--- src/rtl/uart_loader_pkg.sv ---
// uart_loader_pkg: shared constants for the UART memory loader.
//   OP_WRITE / OP_READ : frame opcode bytes ('W', 'R')
//   RSP_OK / RSP_BAD   : response bytes ('K', '?')
//   state_e            : command engine state encoding
package uart_loader_pkg;

    localparam logic [7:0] OP_WRITE = 8'h57;
    localparam logic [7:0] OP_READ  = 8'h52;
    localparam logic [7:0] RSP_OK   = 8'h4B;
    localparam logic [7:0] RSP_BAD  = 8'h3F;

    typedef enum logic [3:0] {
        StIdle,
        StAddrHi,
        StAddrLo,
        StData,
        StMemWr,
        StMemRd,
        StRdWait,
        StSend,
        StTxAck,
        StTxDone
    } state_e;

endpackage

--- src/rtl/uart_mem_loader_if.sv ---
// uart_mem_loader_if: UART byte interface, memory port and status of the loader.
//   master : loader side (drives tx_*, mem_* strobes/addr/data, busy, overrun)
//   slave  : environment side (drives rx_*, tx_busy, mem_rdata)
interface uart_mem_loader_if #(
    parameter int unsigned ADDR_W = 16
) ();
    logic              rx_valid;
    logic [7:0]        rx_data;
    logic              rx_err;
    logic              tx_start;
    logic [7:0]        tx_data;
    logic              tx_busy;
    logic [ADDR_W-1:0] mem_addr;
    logic [7:0]        mem_wdata;
    logic              mem_we;
    logic              mem_re;
    logic [7:0]        mem_rdata;
    logic              busy;
    logic              overrun;

    modport master (
        input  rx_valid, rx_data, rx_err, tx_busy, mem_rdata,
        output tx_start, tx_data, mem_addr, mem_wdata, mem_we, mem_re, busy, overrun
    );

    modport slave (
        output rx_valid, rx_data, rx_err, tx_busy, mem_rdata,
        input  tx_start, tx_data, mem_addr, mem_wdata, mem_we, mem_re, busy, overrun
    );
endinterface

--- src/rtl/uart_loader_timeout.sv ---
// uart_loader_timeout: inter-byte timeout counter.
//   clk, rst  : clock, synchronous active-high reset
//   clr_i     : clear counter (byte accepted or not inside a frame)
//   en_i      : count this cycle
//   expired_o : this counting cycle brings the count to TIMEOUT_CYCLES-1
module uart_loader_timeout #(
    parameter int unsigned TIMEOUT_CYCLES = 1000000
) (
    input  logic clk,
    input  logic rst,
    input  logic clr_i,
    input  logic en_i,
    output logic expired_o
);
    localparam int unsigned CntW = (TIMEOUT_CYCLES > 1) ? $clog2(TIMEOUT_CYCLES) : 1;
    localparam logic [CntW-1:0] Limit = CntW'(TIMEOUT_CYCLES - 1);

    logic [CntW-1:0] cnt_q, cnt_d, cnt_inc;

    assign cnt_inc = cnt_q + CntW'(1);

    always_comb begin
        cnt_d = cnt_q;
        if (clr_i) begin
            cnt_d = '0;
        end else if (en_i) begin
            cnt_d = cnt_inc;
        end
    end

    // A clear (accepted byte) in the same cycle always beats expiry.
    assign expired_o = en_i && !clr_i && (cnt_inc == Limit);

    always_ff @(posedge clk) begin
        if (rst) begin
            cnt_q <= '0;
        end else begin
            cnt_q <= cnt_d;
        end
    end
endmodule

--- src/rtl/uart_mem_loader.sv ---
// uart_mem_loader: parses 'W' addr_hi addr_lo data / 'R' addr_hi addr_lo frames from the
// UART and performs one byte access on the memory port, returning one response byte.
//   clk, rst : clock, synchronous active-high reset
//   bus      : master modport carrying rx_*, tx_*, mem_*, busy and overrun
module uart_mem_loader
    import uart_loader_pkg::*;
#(
    parameter int unsigned ADDR_W         = 16,
    parameter int unsigned TIMEOUT_CYCLES = 1000000
) (
    input  logic                      clk,
    input  logic                      rst,
    uart_mem_loader_if.master         bus
);
    state_e            state_q, state_d;
    logic              is_wr_q, is_wr_d;
    logic [7:0]        addr_hi_q, addr_hi_d;
    logic [7:0]        tx_data_q, tx_data_d;
    logic [ADDR_W-1:0] mem_addr_q, mem_addr_d;
    logic [7:0]        mem_wdata_q, mem_wdata_d;
    logic [15:0]       full_addr;
    logic              in_frame, accept, expired;

    assign in_frame  = state_q inside {StAddrHi, StAddrLo, StData};
    assign accept    = bus.rx_valid && !bus.rx_err;
    assign full_addr = {addr_hi_q, bus.rx_data};

    uart_loader_timeout #(
        .TIMEOUT_CYCLES(TIMEOUT_CYCLES)
    ) u_timeout (
        .clk      (clk),
        .rst      (rst),
        .clr_i    (!in_frame || accept),
        .en_i     (in_frame),
        .expired_o(expired)
    );

    always_comb begin
        state_d      = state_q;
        is_wr_d      = is_wr_q;
        addr_hi_d    = addr_hi_q;
        tx_data_d    = tx_data_q;
        mem_addr_d   = mem_addr_q;
        mem_wdata_d  = mem_wdata_q;
        bus.mem_we   = 1'b0;
        bus.mem_re   = 1'b0;
        bus.tx_start = 1'b0;
        unique case (state_q)
            StIdle: begin
                if (accept) begin
                    if (bus.rx_data == OP_WRITE || bus.rx_data == OP_READ) begin
                        is_wr_d = (bus.rx_data == OP_WRITE);
                        state_d = StAddrHi;
                    end else begin
                        tx_data_d = RSP_BAD;
                        state_d   = StSend;
                    end
                end
            end
            StAddrHi: begin
                if (bus.rx_err) begin
                    state_d = StIdle;
                end else if (bus.rx_valid) begin
                    addr_hi_d = bus.rx_data;
                    state_d   = StAddrLo;
                end else if (expired) begin
                    state_d = StIdle;
                end
            end
            StAddrLo: begin
                if (bus.rx_err) begin
                    state_d = StIdle;
                end else if (bus.rx_valid) begin
                    mem_addr_d = full_addr[ADDR_W-1:0];
                    state_d    = is_wr_q ? StData : StMemRd;
                end else if (expired) begin
                    state_d = StIdle;
                end
            end
            StData: begin
                if (bus.rx_err) begin
                    state_d = StIdle;
                end else if (bus.rx_valid) begin
                    mem_wdata_d = bus.rx_data;
                    state_d     = StMemWr;
                end else if (expired) begin
                    state_d = StIdle;
                end
            end
            StMemWr: begin
                bus.mem_we = 1'b1;
                tx_data_d  = RSP_OK;
                state_d    = StSend;
            end
            StMemRd: begin
                bus.mem_re = 1'b1;
                state_d    = StRdWait;
            end
            StRdWait: begin
                tx_data_d = bus.mem_rdata;
                state_d   = StSend;
            end
            StSend: begin
                if (!bus.tx_busy) begin
                    bus.tx_start = 1'b1;
                    state_d      = StTxAck;
                end
            end
            StTxAck: begin
                if (bus.tx_busy) begin
                    state_d = StTxDone;
                end
            end
            StTxDone: begin
                if (!bus.tx_busy) begin
                    state_d = StIdle;
                end
            end
            default: state_d = StIdle;
        endcase
    end

    // Outside IDLE and the frame-collecting states any received byte is dropped.
    assign bus.overrun   = bus.rx_valid && !(in_frame || state_q == StIdle);
    assign bus.busy      = (state_q != StIdle);
    assign bus.tx_data   = tx_data_q;
    assign bus.mem_addr  = mem_addr_q;
    assign bus.mem_wdata = mem_wdata_q;

    always_ff @(posedge clk) begin
        if (rst) begin
            state_q     <= StIdle;
            is_wr_q     <= 1'b0;
            addr_hi_q   <= '0;
            tx_data_q   <= '0;
            mem_addr_q  <= '0;
            mem_wdata_q <= '0;
        end else begin
            state_q     <= state_d;
            is_wr_q     <= is_wr_d;
            addr_hi_q   <= addr_hi_d;
            tx_data_q   <= tx_data_d;
            mem_addr_q  <= mem_addr_d;
            mem_wdata_q <= mem_wdata_d;
        end
    end
endmodule

--- src/flat_wrapper.sv ---
// flat-port wrapper written by rule: the top's interface ports become plain ports
module uart_mem_loader_flat import uart_loader_pkg::*;
#(
    parameter int unsigned ADDR_W         = 16,
    parameter int unsigned TIMEOUT_CYCLES = 1000000
)
  (clk, rst, bus_rx_valid, bus_rx_data, bus_rx_err, bus_tx_busy, bus_mem_rdata, bus_tx_start, bus_tx_data, bus_mem_addr, bus_mem_wdata, bus_mem_we, bus_mem_re, bus_busy, bus_overrun);
  uart_mem_loader_if #(.ADDR_W(ADDR_W)) bus_i ();
  input  logic clk;
  input  logic rst;
  input wire logic [$bits(bus_i.rx_valid)-1:0] bus_rx_valid;
  input wire logic [$bits(bus_i.rx_data)-1:0] bus_rx_data;
  input wire logic [$bits(bus_i.rx_err)-1:0] bus_rx_err;
  input wire logic [$bits(bus_i.tx_busy)-1:0] bus_tx_busy;
  input wire logic [$bits(bus_i.mem_rdata)-1:0] bus_mem_rdata;
  output wire logic [$bits(bus_i.tx_start)-1:0] bus_tx_start;
  output wire logic [$bits(bus_i.tx_data)-1:0] bus_tx_data;
  output wire logic [$bits(bus_i.mem_addr)-1:0] bus_mem_addr;
  output wire logic [$bits(bus_i.mem_wdata)-1:0] bus_mem_wdata;
  output wire logic [$bits(bus_i.mem_we)-1:0] bus_mem_we;
  output wire logic [$bits(bus_i.mem_re)-1:0] bus_mem_re;
  output wire logic [$bits(bus_i.busy)-1:0] bus_busy;
  output wire logic [$bits(bus_i.overrun)-1:0] bus_overrun;
  assign bus_i.rx_valid = bus_rx_valid;
  assign bus_i.rx_data = bus_rx_data;
  assign bus_i.rx_err = bus_rx_err;
  assign bus_i.tx_busy = bus_tx_busy;
  assign bus_i.mem_rdata = bus_mem_rdata;
  assign bus_tx_start = bus_i.tx_start;
  assign bus_tx_data = bus_i.tx_data;
  assign bus_mem_addr = bus_i.mem_addr;
  assign bus_mem_wdata = bus_i.mem_wdata;
  assign bus_mem_we = bus_i.mem_we;
  assign bus_mem_re = bus_i.mem_re;
  assign bus_busy = bus_i.busy;
  assign bus_overrun = bus_i.overrun;
  uart_mem_loader #(.ADDR_W(ADDR_W), .TIMEOUT_CYCLES(TIMEOUT_CYCLES)) u_core (.clk(clk), .rst(rst), .bus(bus_i));
endmodule
--- config.mk ---
export PLATFORM = sky130hd
export DESIGN_NAME = uart_mem_loader_flat
export DESIGN_NICKNAME = d
export VERILOG_FILES = /design/src/rtl/uart_loader_pkg.sv /design/src/rtl/uart_mem_loader_if.sv /design/src/rtl/uart_loader_timeout.sv /design/src/rtl/uart_mem_loader.sv /design/src/flat_wrapper.sv
export SDC_FILE = /design/constraint.sdc
export NUM_CORES = 1
export LEC_CHECK = 0
export ABC_AREA = 1
export BUFFER_PORTS_ARGS = -buffer_cell sky130_fd_sc_hd__buf_2
export CAP_MARGIN = 20
export CORE_ASPECT_RATIO = 1.75
export CORE_MARGIN = 2
export CORE_UTILIZATION = 45
export DETAILED_ROUTE_END_ITERATION = 16
export HOLD_SLACK_MARGIN = 0.03
export PLACE_DENSITY = 0.68
export SYNTH_ARGS = -nofsm -noshare
export SYNTH_HDL_FRONTEND = slang
export SYNTH_HIERARCHICAL = 1
export SYNTH_SLANG_ARGS = --single-unit
--- constraint.sdc ---
create_clock -name clk -period 4.8 [get_ports clk]
set_clock_uncertainty 0.05 [all_clocks]
set_input_delay 0.48 -clock clk [delete_from_list [all_inputs] [get_ports clk]]
set_output_delay 0.48 -clock clk [all_outputs]
set_load 0.05 [all_outputs]
== Word level (Yosys, flattened, before mapping) ==
Cells that the tools add are included.

* Register bits after elaboration: 65
* Input bits: 21
* Output and inout port bits: 37
* Logic and storage cells: 70

* Bitwise operators: 1
* Reductions and logical operators: 23
* Add/subtract/negate cells: 1
* Equality and inequality tests: 17
* Multiplexer cells: 21

{| class="wikitable"
|+ Operator list
! kind !! count
|-
| 2-to-1 mux 4 bit || 11
|-
| one-hot mux 4 bit (9 select lines) || 1
|-
| one-hot mux 8 bit (3 select lines) || 1
|-
| adder 20 x 1 -> 20 bit (second input constant) || 1
|-
| == test 20 bit (second input constant) || 1
|-
| == test 4 x 3 -> 1 bit (second input constant) || 4
|-
| == test 8 x 7 -> 1 bit (second input constant) || 2
|-
| 2-to-1 mux 8 bit || 2
|-
| AND reduction 3 bit || 5
|-
| == test 4 x 2 -> 1 bit (second input constant) || 2
|-
| == test 4 bit (second input constant) || 2
|-
| != test 2 bit (second input constant) || 4
|-
| 2-to-1 mux 3 bit || 2
|-
| nonzero test 3 bit || 2
|-
| == test 4 x 1 -> 1 bit (second input constant) || 1
|-
| logical AND 1 bit || 4
|-
| logical NOT 1 bit || 4
|-
| logical NOT 4 bit || 1
|-
| 2-to-1 mux 1 bit || 4
|-
| AND reduction 4 bit || 1
|-
| nonzero test 4 bit || 1
|-
| OR reduction 2 bit || 2
|-
| logical OR 1 bit || 3
|-
| != test 2 x 1 -> 1 bit (second input constant) || 1
|-
| inverter 1 bit || 1
|}

== Depth between registers and ports, before layout ==
Gate-level depths: netlist of run 1.

* Depth in word-level cells: 11
* Depth in mapped cells: 21
* Gate-level depth less buffers: 20

== Cells and area by module ==
The synthesis of run 1 kept the hierarchy.

{| class="wikitable"
|+ By module, submodules not included
! module !! seq. area each (µm²) !! area each (µm²) !! times used !! cells each
|-
| uart_mem_loader || 900.9 || 1,988.2 || 1 || 278
|-
| uart_loader_timeout || 400.4 || 1,326.3 || 1 || 205
|}

== Worst setup path after synthesis of run 1 ==
OpenSTA, ideal clock, no wires.

* Kind: flip-flop to output port
* Start point: register u_core.state_q[2]
* End point: output bus_mem_re
* Required time: 4,270 ps
* Cell stages (with the launch flop): 5
* Slack: 2,550 ps
* Arrival time: 1,720 ps
* Path buffers: 0
* Cell sequence: dfxtp_1 inv_1 nor2_2 inv_1 nor3_1

* Cells in the longest elaborated chain, start to end: 2

{| class="wikitable"
|+ Ends and longest elaborated chain
! element !! RTL line !! text
|-
| start, declared || uart_mem_loader.sv:15 || <nowiki>state_e state_q, state_d;</nowiki>
|-
| start signal, assigned || uart_mem_loader.sv:132 || <nowiki>state_q <= StIdle;</nowiki>
|-
| start signal, assigned || uart_mem_loader.sv:139 || <nowiki>state_q <= state_d;</nowiki>
|-
| == test 4 x 3 -> 1 bit || uart_mem_loader.sv:48 || <nowiki>unique case (state_q)</nowiki>
|-
| 2-to-1 mux 1 bit || uart_mem_loader.sv:48 ||
|-
| end, declared || flat_wrapper.sv:21 || <nowiki>output wire logic [$bits(bus_i.mem_re)-1:0] bus_mem_re;</nowiki>
|}

No other way between the ends.

== Worst setup path after layout of run 1 ==
* Start point: register u_core.state_q[3]
* End point: register u_core.state_q[1]

* Cells in the longest elaborated chain, start to end: 11
* Elaborated cells on any way between the ends: 30
* Those cells by class: eq/ne (13); mux (8); reduce/logical (9)

{| class="wikitable"
|+ Ends and longest elaborated chain
! element !! RTL line !! text
|-
| == test 4 x 1 -> 1 bit / == test 4 x 2 -> 1 bit (equally long branches) || uart_mem_loader.sv:24 || <nowiki>assign in_frame = state_q inside {StAddrHi, StAddrLo, StData};</nowiki>
|-
| nonzero test 3 bit * || uart_mem_loader.sv:24 ||
|-
| net u_core.in_frame || uart_mem_loader.sv:22 || <nowiki>logic in_frame, accept, expired;</nowiki>
|-
| logical NOT 1 bit || uart_mem_loader.sv:33 || <nowiki>.clr_i (!in_frame || accept),</nowiki>
|-
| logical OR 1 bit || uart_mem_loader.sv:33 ||
|-
| logical NOT 1 bit || uart_loader_timeout.sv:32 || <nowiki>assign expired_o = en_i && !clr_i && (cnt_inc == Limit);</nowiki>
|-
| logical AND 1 bit * (2 in series) || uart_loader_timeout.sv:32 ||
|-
| net u_core.expired || uart_mem_loader.sv:22 ||
|-
| 2-to-1 mux 4 bit * || n/a ||
|-
| 2-to-1 mux 4 bit (on tied branches) (2 in series) || n/a ||
|-
| one-hot mux 4 bit (9 select lines) * || uart_mem_loader.sv:48 ||
|}

The timed path passes the listed nets; every way through them passes the cells marked *.
A chain may end at the register's enable or synchronous reset.

==> results of run 1 <==
-- critical path, cell delays in order, from the launching register on --
cell,delay [ns]
dfxtp_1,0.35
nor2_2,0.42
inv_1,0.12
nor2_1,0.10
buf_4,0.22
o21ai_0,0.14
nor2_1,0.11
nand2_1,0.06
nor2_1,0.10
nand2_1,0.05
nor2_1,0.08
nand2_1,0.05
nor2_1,0.08
nand3_1,0.07
nor2_1,0.14
nor2_1,0.09
nand2_1,0.06
nand3_1,0.07
nand2_1,0.06
nand2_1,0.05
nand2_1,0.06
a21oi_1,0.06
-- kinds of logic after synthesis --
family / synth area share, %
flops: 39.3
compound gates: 19.4
fa+ha+maj: 0.755
buf+inv: 12.6
simple gates: 26.2
mux: 0.302
xor+xnor: 1.55
-- per-layer routing --
| metal | global-route usage, % | up-vias | share of wire, % |
|---|---|---|---|
| met5 | 0 | - | 0 |
| met4 | 11.8 | 0 | 4.1 |
| met3 | 4.21 | 24 | 3.9 |
| met2 | 34.1 | 70 | 53 |
| met1 | 23.6 | 1399 | 39 |
| li1 | - | 1634 | - |
-- placed cells by master, fill, tap and decap left out, types with 3 or more instances in the layout --
cell / instances
nor2_4: 5
nor2_1: 39
xor2_1: 4
inv_1: 84
nand4_1: 3
inv_2: 5
nand2_1: 85
nand3_2: 6
nor3_1: 3
o211ai_1: 7
o21ai_1: 4
a21oi_1: 57
o21ai_0: 48
nand3_1: 21
nor2_2: 9
clkinvlp_4: 3
buf_2: 57
clkinv_2: 4
dfxtp_1: 65
clkbuf_16: 9
nand2_2: 5
-- path summary, 6_finish.rpt --
check                                             to                              from  cells after the start
hold reg to reg     u_core/addr_hi_q[2]$_SDFFE_PP0P_  u_core/addr_hi_q[2]$_SDFFE_PP0P_                      2
setup / recovery      u_core/state_q[1]$_SDFFE_PP0P_    u_core/state_q[3]$_SDFFE_PP0P_                     21
hold / removal    u_core/bus.tx_data[7]$_SDFFE_PP0P_                               rst                      2
setup reg to reg      u_core/state_q[1]$_SDFFE_PP0P_    u_core/state_q[3]$_SDFFE_PP0P_                     21
-- cells in the mapped netlist, types with 6 or more instances --
library cell   n
a21oi_1       57
buf_2          6
clkbuf_1       7
dfxtp_1       65
inv_1         84
nand2_1       85
nand3_1       21
nand3_2        6
nor2_1        39
nor2_2         9
o211ai_1       7
o21ai_0       48
-- power breakdown --
part | total [mW] | internal [mW] | switching, mW
logic | 0.839 | 0.213 | 0.625
registers | 0.699 | 0.626 | 0.0723
clock network | 0.590 | 0.347 | 0.243
total | 2.13 | 1.19 | 0.940
-- flip-flops by register name, summed over array words and instances, names as in the netlist --
| name | flops |
|---|---|
| u_core/bus.mem_wdata | 8 |
| u_core/u_timeout/cnt_q | 20 |
| u_core/bus.mem_addr | 16 |
| u_core/bus.tx_data | 8 |
| u_core/is_wr_q | 1 |
| u_core/addr_hi_q | 8 |
| u_core/state_q | 4 |
-- per-stage QoR --
step           instances  instance area, um2  total power, mW  util [%]
2_1_floorplan        483                3310             1.37         -
3_3_place_gp         612                3650             1.53      50.8
3_5_place_dp         612                3650             1.55      50.8
4_1_cts              628                3920             2.15      54.6
5_1_grt              628                3920             2.26      54.6
6_report             628                3920             2.13      54.6
-- final cells by class --
class | count | area, um2 | area share, %
multi-input cells | 311 | 1600 | 40.7
repair buffers | 59 | 300 | 7.66
well taps | 86 | 108 | 2.75
inverters | 91 | 343 | 8.75
flip-flops and latches | 65 | 1300 | 33.2
clock inverters | 7 | 46.3 | 1.18
clock buffers | 9 | 225 | 5.75
==> impl_metrics.toml, run 1 <==
[clock_network]
ctsResizeCount = 0
clock_sinks = 65
path_clk_slew_ns = 0.05
htree_levels = 3
cts_root_buffer = "clkbuf_16"
clk_path_buf_depth = 2
cts_hold_buffers = 0
insertion_delay_ns = 0.33
cts_tree = "built"
numCtsBuffers = 9
post_cts_buffers = 0

[placement]
hpwl_um = 5850
pre_cts_ws_ns = 2.10
io_buffers = 57
gp_congestion = 0.856

[routing]
ant_nets = 0
drt_iter0_drc = 136
vias = 3127
via_per_inst = 4.98
wire_per_inst_um = 12.4
dr.pass1.iters = 4
finalWirelength_um = 7800
drc = 0

[global_route]
grt_start_max_net_pins = 40
antenna_found_initial = 0
grt_pass1_wl_um = 12800
grt_pass1_vias = 2889
grt_overflow_total = 0
grt_use_total_pct = 20.7

[synthesis]
yosysWarningCount = 6
synthCells = 483
synth-edff-count = 0
async_flop_share_pct = 0
ys_seq_elements = 65
synth_cell_types = 34
ys_top_cells_by_area = "dfxtp_1 39%, nand2_1 9.6%, inv_1 9.5%"
synth_top_flop_cell = "dfxtp_1"
synth_top_area_share_pct = 39.3
synth_area_leader_cell = "dfxtp_1"
syn-num-nets = 506
syn_avg_cell_area_um2 = 6.86
synth_sequential_area_ratio_pct = 39.3
syn-cell-area_mm2 = 0.00331

[sta]
period_needed_ns = 2.70
setup_viol_count_final = 0
layout_setup_ws_ns = 2.10
rsz0062_at_grt = "no"
relSlewSlack_pct = 40.1
hold_violations = 0
worst_pin_slew_ns = 0.897
tns_ns = 0
drv_slew = 0
clock.fmax_mhz = 370
post-route-period-util_pct = 56.3
whs_ns = 0.377

[floorplan]
start_util_pct = 46.1
num_rows = 41
num_io_pins = 58
design.core.area_mm2 = 0.00718
die_h_um = 118
die-area_mm2 = 0.00809
die_w_um = 68.9

[power_and_ir_drop]
power_leakage_nw = 1.76
p_per_area_mw_per_mm2 = 543
irDropWorstVdd_mv = 0.405

[run_status]
status = "complete, no violations"

[layout]
diodes = 0
areaGrowthSynthToFinish_pct = 18.2
drive_gt1_share_pct = 20.7
fill_cells = 740
nets = 560

[setup_path]
end_kind = "register"
cp.required_ns = 4.97
worstSetupStartpointType = "register"
path_class = "register to register"
critPathArrivalTime_ns = 2.87
rrSetupSlack_ns = 2.10
worstPathMaxFanout = 20

[flow_run]
cap_viol_max_count = 0

[worst_hold_path]
hold_path.class = "input port to register"
(Power assumes the default switching activity.)
==> inputs of run 2 (changes only) <==
==> constraint.sdc (replaced) <==
create_clock -name clk -period 2.75 [get_ports clk]
set_clock_uncertainty 0.05 [all_clocks]
set_input_delay 0.275 -clock clk [delete_from_list [all_inputs] [get_ports clk]]
set_output_delay 0.275 -clock clk [all_outputs]
set_load 0.05 [all_outputs]
==> impl_metrics.toml, run 2 (synthesized netlist as in run 1, its figures left out) <==
[routing]
vias = 3215
wire_per_inst_um = 12.7
drt_iter0_drc = 195
finalWirelength_um = 8020
drc = 0
ant_nets = 0
dr.pass1.iters = 4
via_per_inst = 5.10

[floorplan]
die_w_um = 68.9
die-area_mm2 = 0.00809
start_util_pct = 46.1
num_rows = 41
design.core.area_mm2 = 0.00718
die_h_um = 118
num_io_pins = 58

[clock_network]
cts_root_buffer = "clkbuf_16"
path_clk_slew_ns = 0.05
htree_levels = 3
post_cts_buffers = 0
clock_sinks = 65
insertion_delay_ns = 0.32
cts_tree = "built"
numCtsBuffers = 9
cts_hold_buffers = 0
clk_path_buf_depth = 2
ctsResizeCount = 0

[layout]
final_common_cell = "nand2_1"
nets = 562
most-common-layout-cells = "85 x nand2_1, 84 x inv_1, 65 x dfxtp_1, 57 x buf_2, 57 x a21oi_1"
diodes = 0
drive_gt1_share_pct = 20.8
largest_reg_flops = 20
areaGrowthSynthToFinish_pct = 19.8
top_register = "u_core/u_timeout/cnt_q"
finalNonFillerCells = 630
fin_util_pct = 55.3

[sta]
post-route-period-util_pct = 85.5
period_needed_ns = 2.35
setup_viol_count_final = 0
hold_violations = 0
drv_slew = 0
worst_pin_slew_ns = 0.868
relSlewSlack_pct = 42.1
tns_ns = 0
rsz0062_at_grt = "no"
clock.fmax_mhz = 425

[placement]
hpwl_um = 5990
dp.cells = 614
gp_congestion = 0.915
io_buffers = 57

[run_status]
status = "complete, no violations"

[power_and_ir_drop]
p_per_area_mw_per_mm2 = 974
irDropWorstVdd_mv = 0.630
power_leakage_nw = 1.79

[global_route]
grt_use_total_pct = 21.0
grt_pass1_wl_um = 13000
grt_pass1_vias = 2952
grt_start_max_net_pins = 38
antenna_found_initial = 0
grt_overflow_total = 0

[setup_path]
worst-path-buf-inv = 0
critical_path.top_delay_family = "simple AND/OR/NAND/NOR gates"
end_kind = "register"
max_stage_delay_ns = 0.51
critPathSlowestCell = "dfxtp_1"
cp.required_ns = 2.91
worstSetupStartpointType = "register"
path_class = "register to register"
path_cells = "nor2_2 -> nor2_1 -> o21ai_0 -> nor2_1 -> nand2_1 -> nor2_1 -> nand2_1 -> nor2_1 -> nand2_1 -> nor2_1 -> nand3_1 -> nor2_1 -> nor2_1 -> nand2_1 -> nand3_1 -> nand2_1 -> nand2_1 -> nand2_1 -> a21oi_1"
worstPathMaxFanout = 10
critPathArrivalTime_ns = 2.51

[worst_hold_path]
hold_path.class = "input port to register"

[flow_run]
cap_viol_max_count = 0
-- run 2: worst paths after layout --
path                                        startpoint                                    to  slack (ns)  cells past startpoint
setup reg to reg        u_core/state_q[1]$_SDFFE_PP0P_        u_core/state_q[1]$_SDFFE_PP0P_        0.40                     19
setup / recovery        u_core/state_q[1]$_SDFFE_PP0P_        u_core/state_q[1]$_SDFFE_PP0P_        0.40                     19
hold reg to reg   u_core/bus.mem_addr[13]$_SDFFE_PP0P_  u_core/bus.mem_addr[13]$_SDFFE_PP0P_        0.39                      2
hold / removal                        bus_mem_rdata[7]    u_core/bus.tx_data[7]$_SDFFE_PP0P_        0.17                      3
-- run 2: cell type report --
| cell class | count | area, um2 |
|---|---|---|
| fill | 728 | 3210 |
| multi-input combinational | 311 | 1600 |
| sequential | 65 | 1300 |
| inverter | 91 | 343 |
| timing repair buffer | 61 | 315 |
| clock buffer | 12 | 256 |
| tap | 86 | 108 |
| clock inverter | 4 | 51.3 |
-- run 2: per-stage QoR --
step                hold WS (ns)  cell area (um2)  worst slack, ns  power [mW]
floorplan                  0.294             3310            0.658        2.39
global placement           0.380             3660            0.534        2.70
detailed placement         0.383             3660            0.401        2.73
CTS                        0.164             3970            0.392        3.89
global route               0.177             3970           0.0686        4.10
finish                     0.170             3970            0.399        3.87
-- run 2: worst reg2reg max path: stages (launching register included) --
cell and delay, ns:
dfxtp_1 0.51, nor2_2 0.12, nor2_1 0.20, o21ai_0 0.14
nor2_1 0.11, nand2_1 0.05, nor2_1 0.10, nand2_1 0.05
nor2_1 0.08, nand2_1 0.06, nor2_1 0.09, nand3_1 0.09
nor2_1 0.14, nor2_1 0.08, nand2_1 0.06, nand3_1 0.08
nand2_1 0.06, nand2_1 0.05, nand2_1 0.07, a21oi_1 0.06
-- run 2: where the power goes --
part	switching, mW	internal (mW)
clock	0.401	0.750
combinational	1.11	0.383
sequential	0.127	1.09
total	1.64	2.23
-- run 2: routing by layer --
layer	GRT usage, %	wire length [um]
met3	5.35	344
met2	36.0	4230
met1	22.9	3160
met4	10.0	297
met5	0	0
==> inputs of run 3 (changes only) <==
--- a/config.mk
+++ b/config.mk
@@ -10,10 +10,11 @@
 export CAP_MARGIN = 20
 export CORE_ASPECT_RATIO = 1.75
 export CORE_MARGIN = 2
-export CORE_UTILIZATION = 45
+export CORE_UTILIZATION = 55
 export DETAILED_ROUTE_END_ITERATION = 16
 export HOLD_SLACK_MARGIN = 0.03
-export PLACE_DENSITY = 0.68
+export PLACE_DENSITY = 0.81
+export SLEW_MARGIN = 20
 export SYNTH_ARGS = -nofsm -noshare
 export SYNTH_HDL_FRONTEND = slang
 export SYNTH_HIERARCHICAL = 1
==> impl_metrics.toml, run 3 (synthesized netlist as in run 1, its figures left out) <==
[run_status]
status = "complete, no violations"

[routing]
wire_per_inst_um = 12.3
drc = 0
vias = 3229
dr.pass1.iters = 4
finalWirelength_um = 7610
via_per_inst = 5.20
drt_iter0_drc = 169
ant_nets = 0

[layout]
design_area_mm2 = 0.00385
drive_gt1_share_pct = 20.8
nets = 561
fill_cells = 538
final_common_cell = "nand2_1"
multi_input_area_mm2 = 0.00160
diodes = 0
fin_util_pct = 66.0
most-common-layout-cells = "85 x nand2_1, 84 x inv_1, 65 x dfxtp_1, 57 x buf_2, 57 x a21oi_1"
largest_reg_flops = 20
seqCellArea_mm2 = 0.00130
areaGrowthSynthToFinish_pct = 16.2
top_register = "u_core/u_timeout/cnt_q"

[setup_path]
worstSetupStartpointType = "register"
worstPathMaxFanout = 10
path_class = "register to register"
reg2reg_to = "u_core/state_q[0]$_SDFFE_PP0P_"
worst-path-buf-inv = 0
cp.required_ns = 2.93
crit_top_cell = "nor2_1"
r2r_start = "u_core/state_q[1]$_SDFFE_PP0P_"
r2r_cells = 17
critPathArrivalTime_ns = 2.50
critical_path.top_delay_family = "simple AND/OR/NAND/NOR gates"
rrSetupSlack_ns = 0.42
end_kind = "register"
path_cells = "nor2_2 -> nor2_1 -> o21ai_0 -> nor2_1 -> nand2_1 -> nor2_1 -> nand2_1 -> nor2_1 -> nand2_1 -> nor2_1 -> nand3_1 -> nor2_1 -> nor2_1 -> nand3_1 -> o2111ai_1 -> nand2_1 -> a21oi_1"
critPathSlowestCell = "dfxtp_1"
max_stage_delay_ns = 0.54

[clock_network]
htree_levels = 3
numCtsBuffers = 9
cts_hold_buffers = 0
post_cts_buffers = 0
cts_root_buffer = "clkbuf_8"
cts_tree = "built"
ctsResizeCount = 0
clk_path_buf_depth = 2
path_clk_slew_ns = 0.07
insertion_delay_ns = 0.34
clock_sinks = 65

[placement]
gp_congestion = 0.928
io_buffers = 57
hpwl_um = 5830
placed_area_mm2 = 0.00364
pre_cts_ws_ns = 0.430

[global_route]
grt_pass1_vias = 3129
grt_pass1_wl_um = 13100
grt_overflow_total = 0
grt_use_total_pct = 24.4
grt_start_max_net_pins = 40
antenna_found_initial = 0

[floorplan]
num_rows = 37
die-area_mm2 = 0.00669
die_w_um = 62.7
start_util_pct = 56.8
num_io_pins = 58
die_h_um = 107
design.core.area_mm2 = 0.00583

[sta]
drv_slew = 0
post-route-period-util_pct = 84.6
hold_violations = 0
worst_pin_slew_ns = 0.877
rsz0062_at_grt = "no"
period_needed_ns = 2.33
relSlewSlack_pct = 41.5
layout_setup_ws_ns = 0.423
clock.fmax_mhz = 430
setup_viol_count_final = 0
tns_ns = 0

[worst_hold_path]
hold_end = "u_core/bus.tx_data[7]$_SDFFE_PP0P_"
min_path_cells = 3
worstHoldStart = "bus_mem_rdata[7]"
hold_path.class = "input port to register"

[power_and_ir_drop]
p_per_area_mw_per_mm2 = 917
irDropWorstVdd_mv = 0.736
total_power_mw = 3.53
power_leakage_nw = 1.74

[flow_run]
cap_viol_max_count = 0
-- run 3: cell types whose count changed in the layout (fill, tap and decap cells not counted), sizes merged --
| cell | change |
|---|---|
| buf | -1 |
| clkbuf | -2 |
| clkinv | +1 |
| clkinvlp | +1 |
-- run 3: worst register-to-register path: cells and delay by family, from the launching register on --
kind	cells	cell delay (ns)
flip-flops	1	0.54
AO/OA/AOI/OAI	3	0.31
AND/OR/NAND/NOR	14	1.31
-- run 3: final cells by class --
class	instances	share of cell area (%)
Multi-Input combinational cell	311	41.4
Sequential cell	65	33.8
Inverter	91	8.90
Timing Repair Buffer	60	7.99
Clock buffer	10	3.57
Tap cell	78	2.53
Clock inverter	6	1.75
-- run 3: through the flow --
step	std cells	hold WS [ns]
after floorplan	483	0.294
after global placement	605	0.380
after detailed placement	605	0.384
after CTS	621	0.134
after global routing	621	0.158
final	621	0.154
-- run 3: report_power, final --
part           internal (mW)  switching (mW)
combinational          0.382            1.11
sequential              1.09           0.129
clock                  0.444           0.375
-- run 3: worst max-delay path by stage --
stage	startpoint	endpoint	cells after the start	slack, ns
floorplan	u_core/state_q[3]$_SDFFE_PP0P_	u_core/state_q[1]$_SDFFE_PP0P_	20	0.66
global placement	u_core/state_q[1]$_SDFFE_PP0P_	u_core/state_q[0]$_SDFFE_PP0P_	17	0.54
detailed placement	u_core/state_q[1]$_SDFFE_PP0P_	u_core/state_q[0]$_SDFFE_PP0P_	17	0.43
CTS	u_core/state_q[1]$_SDFFE_PP0P_	u_core/state_q[0]$_SDFFE_PP0P_	17	0.41
global route	u_core/state_q[1]$_SDFFE_PP0P_	u_core/state_q[1]$_SDFFE_PP0P_	19	0.07
finish	u_core/state_q[1]$_SDFFE_PP0P_	u_core/state_q[0]$_SDFFE_PP0P_	17	0.42
-- run 3: metal layers --
metal  global-route usage, %  wire, um  vias to the layer above
met1                    25.3      2900                     1471
met3                    3.88       301                       30
met5                       0         0                        -
met2                    44.9      4110                       88
met4                    15.6       295                        0
li1                        -         -                     1640
